**src/rtl/seg7_display_ctrl.sv**
```systemverilog
// Hex 7-segment controller: static per-digit outputs plus a multiplexed scan port,
// with leading-zero suppression and per-digit blinking. All outputs are registered.
module seg7_display_ctrl #(
  parameter int NUM_DIGITS = 8,
  parameter int BLINK_DIV  = 25000000,
  parameter int SCAN_DIV   = 50000
) (
  input  logic                      clk,
  input  logic                      rst,
  input  logic                      load,
  input  logic [4*NUM_DIGITS-1:0]   value,
  input  logic                      blank_lz,
  input  logic [NUM_DIGITS-1:0]     blink_mask,
  input  logic                      scan_en,
  output logic [7*NUM_DIGITS-1:0]   seg_all,
  output logic [6:0]                scan_seg,
  output logic [NUM_DIGITS-1:0]     scan_sel
);

  localparam int IDX_W = (NUM_DIGITS > 1) ? $clog2(NUM_DIGITS) : 1;
  localparam int BCW   = (BLINK_DIV > 2) ? $clog2(BLINK_DIV) : 1;
  localparam int SCW   = (SCAN_DIV > 1) ? $clog2(SCAN_DIV) : 1;

  generate
    if (NUM_DIGITS < 1 || NUM_DIGITS > 8) begin : g_bad_num_digits
      $error("seg7_display_ctrl: NUM_DIGITS must be 1..8");
    end
    if (BLINK_DIV < 2) begin : g_bad_blink_div
      $error("seg7_display_ctrl: BLINK_DIV must be >= 2");
    end
    if (SCAN_DIV < 1) begin : g_bad_scan_div
      $error("seg7_display_ctrl: SCAN_DIV must be >= 1");
    end
  endgenerate

  typedef enum logic {S_IDLE = 1'b0, S_SCAN = 1'b1} state_t;

  state_t                    r_state;
  state_t                    w_state_nxt;
  logic [4*NUM_DIGITS-1:0]   r_value;
  logic [BCW-1:0]            r_bcnt;
  logic                      r_phase;
  logic [SCW-1:0]            r_scnt;
  logic [IDX_W-1:0]          r_idx;

  logic [SCW-1:0]            w_scnt_nxt;
  logic [IDX_W-1:0]          w_idx_nxt;
  logic [6:0]                w_scan_seg_nxt;
  logic [NUM_DIGITS-1:0]     w_scan_sel_nxt;
  logic [NUM_DIGITS-1:0]     w_lz;
  logic                      w_run;
  logic [7*NUM_DIGITS-1:0]   w_seg;

  function automatic logic [6:0] enc(input logic [3:0] n);
    logic [6:0] s;
    case (n)
      4'h0: s = 7'h40;
      4'h1: s = 7'h79;
      4'h2: s = 7'h24;
      4'h3: s = 7'h30;
      4'h4: s = 7'h19;
      4'h5: s = 7'h12;
      4'h6: s = 7'h02;
      4'h7: s = 7'h78;
      4'h8: s = 7'h00;
      4'h9: s = 7'h10;
      4'hA: s = 7'h08;
      4'hB: s = 7'h03;
      4'hC: s = 7'h46;
      4'hD: s = 7'h21;
      4'hE: s = 7'h06;
      default: s = 7'h0E;
    endcase
    return s;
  endfunction

  // Walk down from the top digit; the run of zeros ends at the first nonzero nibble.
  always_comb begin
    w_lz  = '0;
    w_run = 1'b1;
    for (int i = NUM_DIGITS - 1; i >= 1; i--) begin
      if (w_run && r_value[4*i +: 4] == 4'h0) begin
        w_lz[i] = 1'b1;
      end else begin
        w_run = 1'b0;
      end
    end
  end

  always_comb begin
    w_seg = '0;
    for (int i = 0; i < NUM_DIGITS; i++) begin
      if ((blank_lz && w_lz[i]) || (blink_mask[i] && r_phase)) begin
        w_seg[7*i +: 7] = 7'h7F;
      end else begin
        w_seg[7*i +: 7] = enc(r_value[4*i +: 4]);
      end
    end
  end

  always_ff @(posedge clk or negedge rst) begin
    if (!rst) begin
      r_state <= S_IDLE;
    end else begin
      r_state <= w_state_nxt;
    end
  end

  // Leaving SCAN zeroes the slot counter and index so re-entry always starts at digit 0.
  always_comb begin
    w_state_nxt    = r_state;
    w_scnt_nxt     = '0;
    w_idx_nxt      = '0;
    w_scan_seg_nxt = 7'h7F;
    w_scan_sel_nxt = '1;
    case (r_state)
      S_IDLE: begin
        if (scan_en) w_state_nxt = S_SCAN;
      end
      S_SCAN: begin
        for (int i = 0; i < NUM_DIGITS; i++) begin
          if (r_idx == IDX_W'(i)) begin
            w_scan_seg_nxt    = w_seg[7*i +: 7];
            w_scan_sel_nxt[i] = 1'b0;
          end
        end
        if (!scan_en) begin
          w_state_nxt = S_IDLE;
        end else if (r_scnt == SCW'(SCAN_DIV - 1)) begin
          w_scnt_nxt = '0;
          w_idx_nxt  = (r_idx == IDX_W'(NUM_DIGITS - 1)) ? '0 : r_idx + IDX_W'(1);
        end else begin
          w_scnt_nxt = r_scnt + SCW'(1);
          w_idx_nxt  = r_idx;
        end
      end
      default: w_state_nxt = S_IDLE;
    endcase
  end

  always_ff @(posedge clk or negedge rst) begin
    if (!rst) begin
      r_value  <= '0;
      r_bcnt   <= '0;
      r_phase  <= 1'b0;
      r_scnt   <= '0;
      r_idx    <= '0;
      seg_all  <= '1;
      scan_seg <= 7'h7F;
      scan_sel <= '1;
    end else begin
      if (load) r_value <= value;
      if (r_bcnt == BCW'(BLINK_DIV - 1)) begin
        r_bcnt  <= '0;
        r_phase <= ~r_phase;
      end else begin
        r_bcnt <= r_bcnt + BCW'(1);
      end
      r_scnt   <= w_scnt_nxt;
      r_idx    <= w_idx_nxt;
      seg_all  <= w_seg;
      scan_seg <= w_scan_seg_nxt;
      scan_sel <= w_scan_sel_nxt;
    end
  end

endmodule

```
**config.mk**
```make
export PLATFORM = sky130hd
export DESIGN_NAME = seg7_display_ctrl
export DESIGN_NICKNAME = d
export VERILOG_FILES = /design/src/rtl/seg7_display_ctrl.sv
export SDC_FILE = /design/constraint.sdc
export NUM_CORES = 1
export LEC_CHECK = 0
export ABC_AREA = 1
export BUFFER_PORTS_ARGS = -buffer_cell sky130_fd_sc_hd__buf_2
export CAP_MARGIN = 0
export CORE_UTILIZATION = 43
export DETAILED_ROUTE_END_ITERATION = 6
export MAX_ROUTING_LAYER = met4
export PLACE_DENSITY = 0.74
export SYNTH_ARGS = -nofsm -noshare
export SYNTH_HDL_FRONTEND = slang
export SYNTH_SLANG_ARGS = --single-unit
```
**constraint.sdc**
```tcl
create_clock -name clk -period 2.25 [get_ports clk]
set_input_delay 0 -clock clk [delete_from_list [all_inputs] [get_ports clk]]
set_output_delay 0 -clock clk [all_outputs]
set_load 0.03 [all_outputs]
```
Word level (Yosys, flattened, before mapping)

Memories as Yosys holds them, arrays and structs flattened.
Cells that the tools add are included.

ROM bits: 896
Output and inout bits: 71
Flip-flop bits (word level): 149
Memories kept: 8

Memory list:

| name             | words | bits a word | rd ports | clocked after memory_dff | write ports | RTL line | text |
|---|---|---|---|---|---|---|---|
| (name not given) | 16    | 7           | 1        | 0                        | 0           | 56       | `case (n)` |
| (name not given) | 16    | 7           | 1        | 0                        | 0           | 56       |  |
| (name not given) | 16    | 7           | 1        | 0                        | 0           | 56       |  |
| (name not given) | 16    | 7           | 1        | 0                        | 0           | 56       |  |
| (name not given) | 16    | 7           | 1        | 0                        | 0           | 56       |  |
| (name not given) | 16    | 7           | 1        | 0                        | 0           | 56       |  |
| 2 more memories  | n/a   | n/a         | n/a      | n/a                      | n/a         | n/a      |  |

Add/sub/neg operators: 3
Reductions and logical operators: 36
Equality and inequality tests: 10
Multiplexer cells: 47
Bitwise gates (word level): 1

Operator list:

| cell                                                | number |
|---|---|
| 2-to-1 mux 7 bit                                    | 17 |
| 2-to-1 mux 16 bit                                   | 3 |
| zero test 4 bit                                     | 7 |
| adder 25 x 1 -> 25 bit, second input constant       | 1 |
| equality test 25 bit, second input constant         | 1 |
| 2-to-1 mux 25 bit                                   | 1 |
| logical AND 1 bit                                   | 21 |
| 2-to-1 mux 1 bit                                    | 21 |
| adder 16 x 1 -> 16 bit, second input constant       | 1 |
| equality test 16 bit, second input constant         | 1 |
| equality test 3 bit, second input constant          | 4 |
| 2-to-1 mux 3 bit                                    | 4 |
| 2-to-1 mux 8 bit                                    | 1 |
| logical OR 1 bit                                    | 7 |
| equality test 3 x 2 -> 1 bit, second input constant | 2 |
| adder 3 x 1 -> 3 bit, second input constant         | 1 |
| equality test 3 x 1 -> 1 bit, second input constant | 1 |
| zero test 3 bit                                     | 1 |
| != test 3 x 2 -> 1 bit, second input constant       | 1 |
| inverter 1 bit                                      | 1 |

Logic depth before layout (Yosys ltp)

Gate-level depths: netlist of the first run.

Word-level depth: 25
Gate-level depth with buffers: 20
Gate-level depth less buffers: 20

Least setup slack after synthesis of the first run

No wires, ideal clock.

Path type: reg-to-reg
From: register r_value[28]
To: register scan_seg[2]
Stages on the path, launching flop included: 21
Arrival: 1.869 ns
Slack: 0.321 ns
Period minus slack after synthesis: 1.929 ns
Setup time: 0.061 ns
Path through: dfrtp_1 > inv_1 > ha_1 > nand2_1 > inv_1 > nand2_1 > nor2_4 > nand3_4 > nor2_8 > nand3_4 > nand2_2 > nor2_1 > nand2_1 > nand2_1 > nand2_1 > nand2_1 > nand2_1 > nand2_1 > nand2_1 > nand2_1 > nand2_1

Longest elaborated chain between the ends: 25

Ends and longest elaborated chain:

| element                       | RTL line | text |
|---|---|---|
| start, declared               | 40       | `logic [4*NUM_DIGITS-1:0] r_value;` |
| start signal, assigned        | 152      | `if (load) r_value <= value;` |
| zero test 4 bit               | 82       | `if (w_run && r_value[4*i +: 4] == 4'h0) begin` |
| 2-to-1 mux 1 bit              | 82       |  |
| logical AND 1 bit             | 82       |  |
| 2-to-1 mux 1 bit              | 82       |  |
| logical AND 1 bit             | 82       |  |
| 2-to-1 mux 1 bit              | 82       |  |
| logical AND 1 bit             | 82       |  |
| 2-to-1 mux 1 bit              | 82       |  |
| [5 not listed]                | n/a      |  |
| 2-to-1 mux 1 bit              | 82       |  |
| logical AND 1 bit             | 93       | `if ((blank_lz && w_lz[i]) \|\| (blink_mask[i] && r_phase)) begin` |
| logical OR 1 bit              | 93       |  |
| 2-to-1 mux 7 bit              | 93       |  |
| 2-to-1 mux 7 bit (6 in a row) | 122      | `if (r_idx == IDX_W'(i)) begin` |
| 2-to-1 mux 7 bit (*)          | 122      |  |
| 2-to-1 mux 7 bit (*)          | 116      | `case (r_state)` |
| named net w_scan_seg_nxt[2]   | 48       | `logic [6:0] w_scan_seg_nxt;` |
| end signal, assigned          | 162      | `scan_seg <= w_scan_seg_nxt;` |
| end, declared                 | 16       | `output logic [6:0] scan_seg,` |

Mark *: on every way through the listed nets, which the timed path passes. The rest lies on a longest branch.
A chain may end at the register's enable or synchronous reset.

Worst setup path after layout of the first run

From: register r_bcnt[0]
To: register r_bcnt[20]

Longest elaborated chain between the ends: 2

Ends and longest elaborated chain:

| element                                                        | RTL line | text |
|---|---|---|
| start, declared                                                | 41       | `logic [BCW-1:0] r_bcnt;` |
| start signal, assigned                                         | 157      | `r_bcnt <= r_bcnt + BCW'(1);` |
| adder 25 x 1 -> 25 bit or equality test 25 bit (tied branches) | 157, 153 |  |
| 2-to-1 mux 25 bit (*)                                          | 153      | `if (r_bcnt == BCW'(BLINK_DIV - 1)) begin` |

Mark *: on every way between the ends. The rest lies on a longest branch, timed or not.

==> impl_metrics.env, run 1 <==
export IMPL_yosysWarnings=0
export IMPL_place_congestion=0.983
export IMPL_fin_tns_setup_ns=0
export IMPL_hold_path_class="in2reg"
export IMPL_routed_wl_microns=21400
export IMPL_die_h_microns=140
export IMPL_cts_root_buf="clkbuf_16"
export IMPL_numCtsBuffers=17
export IMPL_yosysUniqueCellTypes=48
export IMPL_fin_skew_ns=0.0123
export IMPL_fin_crit_ns=2.16
export IMPL_crit_start="r_bcnt[0]"
export IMPL_dieArea_sq_um=19500
export IMPL_status="completed"
export IMPL_power_leakage_uw=0.00504
export IMPL_drc_errors=0
export IMPL_ys_seq_area_share_pct=46.8
export IMPL_rsz0062_at_grt="true"
export IMPL_reg2reg_from="r_bcnt[0]"
export IMPL_powerDensity_nw_per_um2=742
export IMPL_antenna_cells=0
export IMPL_syn_nets=1078
export IMPL_crit_path_end_kind="flip-flop"
export IMPL_cts_max_level=4
export IMPL_num_vias=7334
export IMPL_fmax_ghz=0.463
export IMPL_met2_length_microns=10000
export IMPL_die_width_microns=140
export IMPL_detail_route_antenna_nets=0
export IMPL_synthAdderAreaFrac_pct=7.67
export IMPL_routed_via_density=5.15
export IMPL_ys_async_sr_fraction_pct=100
export IMPL_mappedNetlistArea_sq_um=8160
export IMPL_setup_viol=0
export IMPL_drtIter0Drc=489
export IMPL_synth_xor_area_share_pct=0.752
export IMPL_ir_drop_mv=0.509
export IMPL_synthSimpleGateAreaFrac_pct=22.3
export IMPL_cts_sinks=149
export IMPL_final_max_slew_viol_count=0
export IMPL_hold_viol_final=0
export IMPL_synth_edf_count=0
export IMPL_synth_seq_cells=149
export IMPL_cp_required_ns=2.57
export IMPL_clk_pin_slew_worst_paths_ns=0.07
export IMPL_grt_max_degree=65
export IMPL_placeableCoreArea_sq_um=18600
export IMPL_dr_max_layer_used="met4"
export IMPL_syn_avg_cell_area_sq_um=8.30
export IMPL_final_common_cell="nand2_1"
export IMPL_areaGrowthSynthToFinish_pct=27.5
export IMPL_fin_crit_sh_pct=95.9
export IMPL_overflow=0
export IMPL_maxCapViolCount=0
export IMPL_start_util_pct=43.8
export IMPL_clk_latency_ns=0.43
export IMPL_mostFrequentLayoutCells="nand2_1, inv_1, buf_2"
export IMPL_wire_per_inst_microns=15.0
export IMPL_synth_top_family_by_area="simple AND/OR/NAND/NOR gates"
export IMPL_io_pins=116
export IMPL_port_buffers=115
export IMPL_grt_pass1_wl_microns=34100
export IMPL_grt_pass1_vias=6921
export IMPL_crit_path_end="r_bcnt[20]"
export IMPL_path_max_fanout=3
export IMPL_r2r_end="r_bcnt[20]"
export IMPL_crit_type="reg2reg"
export IMPL_startpoint_type="flip-flop"
export IMPL_layout_drive_gt1_share_pct=27.5
export IMPL_synth_compound_area_share_pct=14.2
export IMPL_ys_flop_type="dfrtp_1"
export IMPL_clk_path_buf_depth=2
export IMPL_nets=1272
export IMPL_dr_wl_met3_microns=1190
export IMPL_fin_hold_ws_ns=0.0380
export IMPL_r2r_slack_ns=0.09
export IMPL_cts_tree="built"
export IMPL_arrival_ns=2.48
export IMPL_dp_hpwl_microns=15700
export IMPL_relSlewSlack_pct=62.6
export IMPL_rows=50
export IMPL_grt_antenna_before_repair=0
export IMPL_drt_met1_wl_microns=9480
export IMPL_synthesis_instances=983
export IMPL_tightest_slew_ns=0.555
export IMPL_first_pass_iters=5
export IMPL_yosys_mux_area_fraction_pct=0.123
export IMPL_reg2reg_depth=13
export IMPL_grt_usage_pct=23.0
layer usage:
metal | track usage, % | up-vias
li1 | - | 3619
met1 | 29.5 | 3406
met2 | 35.7 | 257
met3 | 4.44 | 52
met4 | 9.72 | 0
met5 | - | -
logic make-up after synthesis:
| group | Yosys count |
|---|---|
| xor gates and xnor gates | 7 |
| and+or+nand+nor | 409 |
| adders and majority gates | 50 |
| DFF | 149 |
| muxes | 1 |
| AOI/OAI and AO/OA | 196 |
| buffers and inverters | 171 |
critical path, cell delays in order (launching register included):
cell	delay [ns]
dfrtp_1	0.39
ha_2	0.19
nand2_1	0.06
inv_2	0.08
nand2_4	0.06
nor2_4	0.14
nand3_2	0.08
or2_4	0.28
nor2_4	0.08
nand3_2	0.09
nor3b_2	0.27
nand3_2	0.13
o21ai_1	0.15
nor2_1	0.05
report_power, final:
group	internal, uW	switching, uW	leakage (uW)
Combinational	549	1160	0.00300
Sequential	3040	144	0.00175
Clock	1590	1230	0.000286
final cells by class:
| cell class | instances | area (sq um) |
|---|---|---|
| Clock buffer | 18 | 439 |
| Clock inverter | 14 | 144 |
| Fill cell | 1616 | 8240 |
| Inverter | 149 | 564 |
| Multi-Input combinational cell | 663 | 3810 |
| Sequential cell | 149 | 3820 |
| Tap cell | 234 | 293 |
| Timing Repair Buffer | 197 | 1330 |
registers in the layout, indices dropped and copies added (netlist names):
register and flops:
r_idx 3, r_bcnt 25, scan_sel 8, seg_all 56, r_state 1, r_phase 1
r_scnt 16, r_value 32, scan_seg 7
Yosys cell counts, types with 10 or more instances:
cell,instances,area (sq um)
nand2_1,220,826
inv_1,137,514
o21ai_0,84,420
dfrtp_1,78,1950
nor2_1,77,289
dfstp_2,71,1870
ha_1,50,626
a21oi_1,45,225
nand3_1,44,220
nor3_1,16,80.1
clkbuf_1,15,56.3
nand4_1,15,93.8
o211ai_1,12,90.1
a211oi_1,10,75.1
worst min path at each step:
stage / from / endpoint / slack, ns / cells after the start
after floorplan: rst / r_bcnt[0] / -0.30 / 0
after global placement: rst / r_scnt[2] / -0.03 / 1
after detailed placement: rst / r_scnt[2] / -0.02 / 1
after CTS: blink_mask[7] / seg_all[49] / 0.03 / 5
after global routing: blink_mask[6] / seg_all[47] / 0.03 / 4
final: blink_mask[6] / seg_all[44] / 0.04 / 4
per-stage QoR:
stage	area, sq um	setup WS, ns	total power [uW]	utilization [%]	cells
after floorplan	8160	0.321	4230	-	983
after global placement	9170	0.116	4800	49.2	1337
after CTS	10100	0.0291	7700	54.3	1406
after detailed placement	9170	0.0581	4820	49.2	1337
final	10400	0.0917	7710	55.8	1424
after global routing	10400	-0.0767	8050	55.8	1424
timing repair:
item,4_1_cts,5_1_grt
resized for setup,0,45
endpoints found under the hold margin,145,0
setup endpoints to repair,0,11
setup buffers,0,18
hold buffers,37,0
Power figures use the tool's default switching activity.
==> run 2: changes to the inputs <==
ABC_AREA = not set   (was 1)
GPL_ROUTABILITY_DRIVEN = 0   (was not set)
==> impl_metrics.env, run 2 <==
export IMPL_arrival_ns=2.57
export IMPL_place_area_sq_um=9520
export IMPL_die_h_microns=140
export IMPL_synth_top_family_by_area="simple AND/OR/NAND/NOR gates"
export IMPL_placeableCoreArea_sq_um=18700
export IMPL_synthAdderAreaFrac_pct=7.63
export IMPL_synthesis_instances=839
export IMPL_power_leakage_uw=0.00499
export IMPL_port_buffers=115
export IMPL_postLayoutCellArea_sq_um=10700
export IMPL_grt_usage_pct=23.2
export IMPL_seqCellArea_sq_um=3820
export IMPL_ys_seq_area_share_pct=46.6
export IMPL_drtIter0Drc=531
export IMPL_synth_xor_area_share_pct=4.06
export IMPL_io_pins=116
export IMPL_die_width_microns=140
export IMPL_r2r_slack_ns=0.003
export IMPL_cts_sinks=149
export IMPL_first_pass_iters=5
export IMPL_nets=1157
export IMPL_startpoint_type="flip-flop"
export IMPL_synth_edf_count=0
export IMPL_synth_area_leader_cell="dfrtp_1"
export IMPL_syn_avg_cell_area_sq_um=9.77
export IMPL_wire_per_inst_microns=16.2
export IMPL_drc_errors=0
export IMPL_fin_crit_ns=2.25
export IMPL_detail_route_antenna_nets=0
export IMPL_largest_reg_flops=56
export IMPL_maxCapViolCount=0
export IMPL_grt_pass1_vias=6700
export IMPL_yosysUniqueCellTypes=72
export IMPL_yosys_mux_area_fraction_pct=5.30
export IMPL_mostFrequentLayoutCells="buf_2, nand2_1, buf_4"
export IMPL_synth_compound_area_share_pct=13.5
export IMPL_rsz0062_at_grt="true"
export IMPL_crit_path_end_kind="flip-flop"
export IMPL_top_register="seg_all"
export IMPL_routed_wl_microns=21300
export IMPL_cts_root_buf="clkbuf_16"
export IMPL_crit_path_end="scan_seg[4]"
export IMPL_routed_via_density=5.40
export IMPL_mappedNetlistArea_sq_um=8200
export IMPL_hold_viol_final=0
export IMPL_cp_required_ns=2.57
export IMPL_grt_antenna_before_repair=2
export IMPL_relSlewSlack_pct=46.3
export IMPL_r2r_end="scan_seg[4]"
export IMPL_fin_crit_sh_pct=99.9
export IMPL_dieArea_sq_um=19600
export IMPL_num_vias=7076
export IMPL_multi_input_area_sq_um=4170
export IMPL_num_fill_cells=1580
export IMPL_tightest_slew_ns=0.805
export IMPL_yosysWarnings=0
export IMPL_yosys_top_cells_count="nand2_1, dfrtp_1, nor2_1, dfstp_2, o21ai_0"
export IMPL_synth_seq_cells=149
export IMPL_grt_pass1_wl_microns=34200
export IMPL_fin_skew_ns=0.0137
export IMPL_cts_tree="built"
export IMPL_synth_most_common_cell="nand2_1"
export IMPL_overflow=0
export IMPL_dp_hpwl_microns=15100
export IMPL_synthSimpleGateAreaFrac_pct=19.1
export IMPL_ys_flop_type="dfrtp_1"
export IMPL_powerDensity_nw_per_um2=748
export IMPL_final_common_cell="buf_2"
export IMPL_clk_path_buf_depth=2
export IMPL_reg_top3="seg_all: 56 flops, r_value: 32 flops, r_bcnt: 25 flops"
export IMPL_synthTopCellsByArea="dfrtp_1, dfstp_2, ha_1, nand2_1, o21ai_0"
export IMPL_ys_async_sr_fraction_pct=100
export IMPL_syn_nets=934
export IMPL_rows=50
export IMPL_total_power_uw=8030
export IMPL_areaGrowthSynthToFinish_pct=31.0
export IMPL_crit_type="reg2reg"
export IMPL_clk_latency_ns=0.43
export IMPL_reg2reg_depth=11
export IMPL_synth_top_area_share_pct=23.8
export IMPL_crit_start="r_value[28]"
export IMPL_ir_drop_mv=0.507
export IMPL_clk_pin_slew_worst_paths_ns=0.07
export IMPL_start_util_pct=43.8
export IMPL_fmax_ghz=0.445
export IMPL_grt_max_degree=70
export IMPL_status="completed"
export IMPL_path_max_fanout=5
export IMPL_hold_path_class="in2reg"
export IMPL_final_max_slew_viol_count=0
export IMPL_numCtsBuffers=17
export IMPL_layout_drive_gt1_share_pct=34.3
export IMPL_setup_viol=0
export IMPL_cts_max_level=4
export IMPL_reg2reg_from="r_value[28]"
export IMPL_fin_tns_setup_ns=0
==> run 2: cell families (layout without fill, tap and decap cells) <==
group | Yosys count | in the layout
simple gates | 320 | 320
compound gates | 166 | 166
flops | 149 | 149
buf+inv | 79 | 315
fa+ha+maj | 50 | 50
xor+xnor | 38 | 38
mux | 37 | 37
other cells | 0 | 2
==> run 2: layout make-up <==
| type | count | share of cell area [%] |
|---|---|---|
| inverter | 36 | 1.26 |
| timing repair buffer | 247 | 15.8 |
| multi-input combinational | 611 | 38.8 |
| clock buffer | 20 | 4.16 |
| antenna | 2 | 0.0466 |
| clock inverter | 12 | 1.64 |
| tap | 234 | 2.73 |
| sequential | 149 | 35.6 |
==> run 2: how the worst min path moves through the flow <==
stage / from / endpoint / cells past startpoint
2_1_floorplan: rst / r_bcnt[0] / 0
3_3_place_gp: rst / r_value[3] / 1
3_5_place_dp: rst / r_value[2] / 1
4_1_cts: blink_mask[0] / seg_all[4] / 4
5_1_grt: blink_mask[0] / seg_all[4] / 4
6_report: blink_mask[0] / seg_all[4] / 4
==> run 2: what timing repair did <==
action / CTS / global route
pin swaps: 1 / 11
hold endpoints to repair: 113 / 0
setup endpoints to repair: 3 / 11
hold buffers: 39 / 0
resized for setup: 4 / 23
buffers inserted: 2 / 11
==> run 2: layer usage <==
layer / wire, microns / global-route usage, % / vias to the layer above
li1: - / - / 3368
met1: 9310 / 29.2 / 3416
met2: 10100 / 36.1 / 245
met3: 1260 / 5.23 / 47
met4: 609 / 9.43 / 0
met5: 0 / - / -
==> run 2: through the flow <==
stage	utilization [%]	hold slack [ns]	worst slack [ns]	std cells
2_1_floorplan	-	-0.296	0.0993	839
3_3_place_gp	50.9	0.0382	0.0906	1225
3_5_place_dp	50.9	0.0435	-0.0333	1225
4_1_cts	56.5	0.0302	-0.0178	1298
5_1_grt	57.4	0.0890	-0.111	1311
6_report	57.4	0.0640	0.00266	1311
==> run 2: where the power goes <==
part	switching [uW]	internal, uW	total [uW]
Sequential	125	3050	3170
Combinational	1130	700	1830
Clock	1150	1890	3030
Total	2400	5630	8030
==> run 2: worst max-delay path: stages, from the launching register on <==
cell,delay (ns)
dfrtp_1,0.39
inv_2,0.09
ha_4,0.13
nor4bb_4,0.17
buf_4,0.19
buf_6,0.10
nand3_4,0.10
o21a_4,0.25
buf_4,0.14
a21oi_1,0.13
o21ai_1,0.11
a32oi_1,0.31
==> run 3: changes to the inputs <==
--- a/config.mk
+++ b/config.mk
@@ -13,4 +13,5 @@
 export MAX_ROUTING_LAYER = met4
 export PLACE_DENSITY = 0.74
+export REMOVE_ABC_BUFFERS = 1
 export SYNTH_ARGS = -nofsm -noshare
 export SYNTH_HDL_FRONTEND = slang
==> constraint.sdc (replaced) <==
create_clock -name clk -period 2.25 [get_ports clk]
set_input_delay 0.45 -clock clk [delete_from_list [all_inputs] [get_ports clk]]
set_output_delay 0.45 -clock clk [all_outputs]
set_load 0.03 [all_outputs]
==> impl_metrics.env, run 3 (same netlist as run 2, synthesis figures left out) <==
export IMPL_crit_path_end_kind="flip-flop"
export IMPL_clk_pin_slew_worst_paths_ns=0.07
export IMPL_cts_root_buf="clkbuf_16"
export IMPL_hold_viol_final=0
export IMPL_drtIter0Drc=538
export IMPL_crit_chain="inv_1 -> ha_1 -> nor3b_2 -> buf_4 -> nand2_1 -> nor3_4 -> o311a_1 -> a2111oi_1 -> o21ai_1"
export IMPL_power_frac_clock_pct=37.1
export IMPL_grt_max_degree=52
export IMPL_crit_type="reg2reg"
export IMPL_areaGrowthSynthToFinish_pct=26.2
export IMPL_num_vias=6926
export IMPL_power_switching_uw=2490
export IMPL_routed_via_density=5.47
export IMPL_setup_viol=0
export IMPL_routed_wl_microns=20900
export IMPL_cp_required_ns=2.59
export IMPL_die_h_microns=140
export IMPL_combPwrFrac_pct=22.7
export IMPL_cts_sinks=149
export IMPL_antenna_cells=0
export IMPL_io_pins=116
export IMPL_status="completed"
export IMPL_cts_max_level=4
export IMPL_rows=50
export IMPL_placed_cells=1218
export IMPL_layout_drive_gt1_share_pct=35.7
export IMPL_fin_skew_ns=0.00955
export IMPL_path_max_fanout=5
export IMPL_ir_drop_mv=0.481
export IMPL_top_register="seg_all"
export IMPL_cts_tree="built"
export IMPL_grt_pass1_vias=6554
export IMPL_grt_antenna_before_repair=0
export IMPL_final_cell_count_no_fill=1266
export IMPL_num_fill_cells=1593
export IMPL_placeableCoreArea_sq_um=18700
export IMPL_detail_route_antenna_nets=0
export IMPL_fin_crit_ns=2.19
export IMPL_grt_pass1_wl_microns=33400
export IMPL_relSlewSlack_pct=61.3
export IMPL_final_common_cell="buf_2"
export IMPL_first_pass_iters=5
export IMPL_wire_per_inst_microns=16.5
export IMPL_drc_errors=0
export IMPL_setup_slack_ns=0.0613
export IMPL_power_leakage_uw=0.00481
export IMPL_fin_tns_setup_ns=0
export IMPL_clk_path_buf_depth=2
export IMPL_cpPeakStageDelay_ns=0.49
export IMPL_fin_crit_sh_pct=97.3
export IMPL_startpoint_type="flip-flop"
export IMPL_overflow=0
export IMPL_place_area_sq_um=9500
export IMPL_maxCapViolCount=0
export IMPL_grt_usage_pct=22.5
export IMPL_dp_slack_ns=-0.113
export IMPL_clk_latency_ns=0.43
export IMPL_start_util_pct=43.8
export IMPL_tightest_slew_ns=0.580
export IMPL_postLayoutCellArea_sq_um=10300
export IMPL_arrival_ns=2.53
export IMPL_dp_hpwl_microns=15300
export IMPL_seqPwrFrac_pct=40.2
export IMPL_hold_path_class="in2reg"
export IMPL_slowest_stage="a2111oi_1"
export IMPL_nets=1114
export IMPL_fmax_ghz=0.457
export IMPL_reg_top3="seg_all: 56 flops, r_value: 32 flops, r_bcnt: 25 flops"
export IMPL_port_buffers=115
export IMPL_mostFrequentLayoutCells="buf_2, nand2_1, buf_4"
export IMPL_largest_reg_flops=56
export IMPL_internal_power_uw=5400
export IMPL_final_max_slew_viol_count=0
export IMPL_dieArea_sq_um=19600
export IMPL_die_width_microns=140
export IMPL_powerDensity_nw_per_um2=763
export IMPL_p_sw_share_pct=31.5
export IMPL_numCtsBuffers=17
## run 3: changes by cell type in the layout (fill, tap and decap cells not counted), moves of 3 or more
cell and change:
dlygate4sd3_1 -38, buf_4 -10, buf_6 +3, clkinv_2 -3, clkinv_4 +3, inv_8 +3
## run 3: final cells by class
type | instances | area (sq um) | share of cell area (%)
Clock inverter | 14 | 169 | 1.63
Multi-Input combinational cell | 611 | 4180 | 40.4
Tap cell | 234 | 293 | 2.83
Inverter | 36 | 135 | 1.31
Sequential cell | 149 | 3820 | 36.9
Clock buffer | 18 | 439 | 4.25
Timing Repair Buffer | 204 | 1320 | 12.7
## run 3: power groups by stage
stage	clock network [uW]	logic (uW)	registers, uW
floorplan	0	581	3660
global placement	0	1690	3210
detailed placement	0	1710	3210
CTS	2960	1730	3170
global route	3070	1930	3190
finish	2930	1790	3170
## run 3: stage by stage
step / util (%) / power (uW) / hold WS [ns]
2_1_floorplan: - / 4240 / 0.154
3_3_place_gp: 50.8 / 4900 / 0.420
3_5_place_dp: 50.8 / 4920 / 0.422
4_1_cts: 54.2 / 7860 / 0.182
5_1_grt: 55.3 / 8190 / 0.188
6_report: 55.3 / 7890 / 0.202
## run 3: worst paths after layout
path                       slack (ns)        start     endpoint  depth (start not counted)
setup / recovery                 0.06  r_value[20]  scan_seg[2]                          9
min in group asynchronous        0.54          rst  r_value[29]                          2
hold reg to reg                  0.49    r_scnt[0]    r_scnt[0]                          1
setup reg to reg                 0.06  r_value[20]  scan_seg[2]                          9
hold / removal                   0.20      scan_en      r_state                          1
max in group asynchronous        1.02          rst  seg_all[12]                          3
## run 3: routing by layer
layer	up-vias	wire length, microns	part of all wire [%]	track usage, %
met5	-	0	0	-
met4	0	618	3.0	8.85
met3	48	1140	5.5	4.10
met2	250	9600	46	34.1
met1	3345	9510	46	30.0
li1	3283	-	-	-
## run 3: worst max-delay path: cells and delay by family (launching register included)
kind / cells / cell delay, ns
simple gates: 3 / 0.36
buf+inv: 2 / 0.22
compound gates: 3 / 0.98
flops: 1 / 0.34
fa+ha+maj: 1 / 0.21
## run 3: what timing repair did
action,CTS,global route
gates resized for setup,4,25
hold endpoints to repair,14,0
setup endpoints to repair,3,10
buffers inserted,1,14
gates cloned,0,0
hold buffers,1,0
pin swaps,1,12
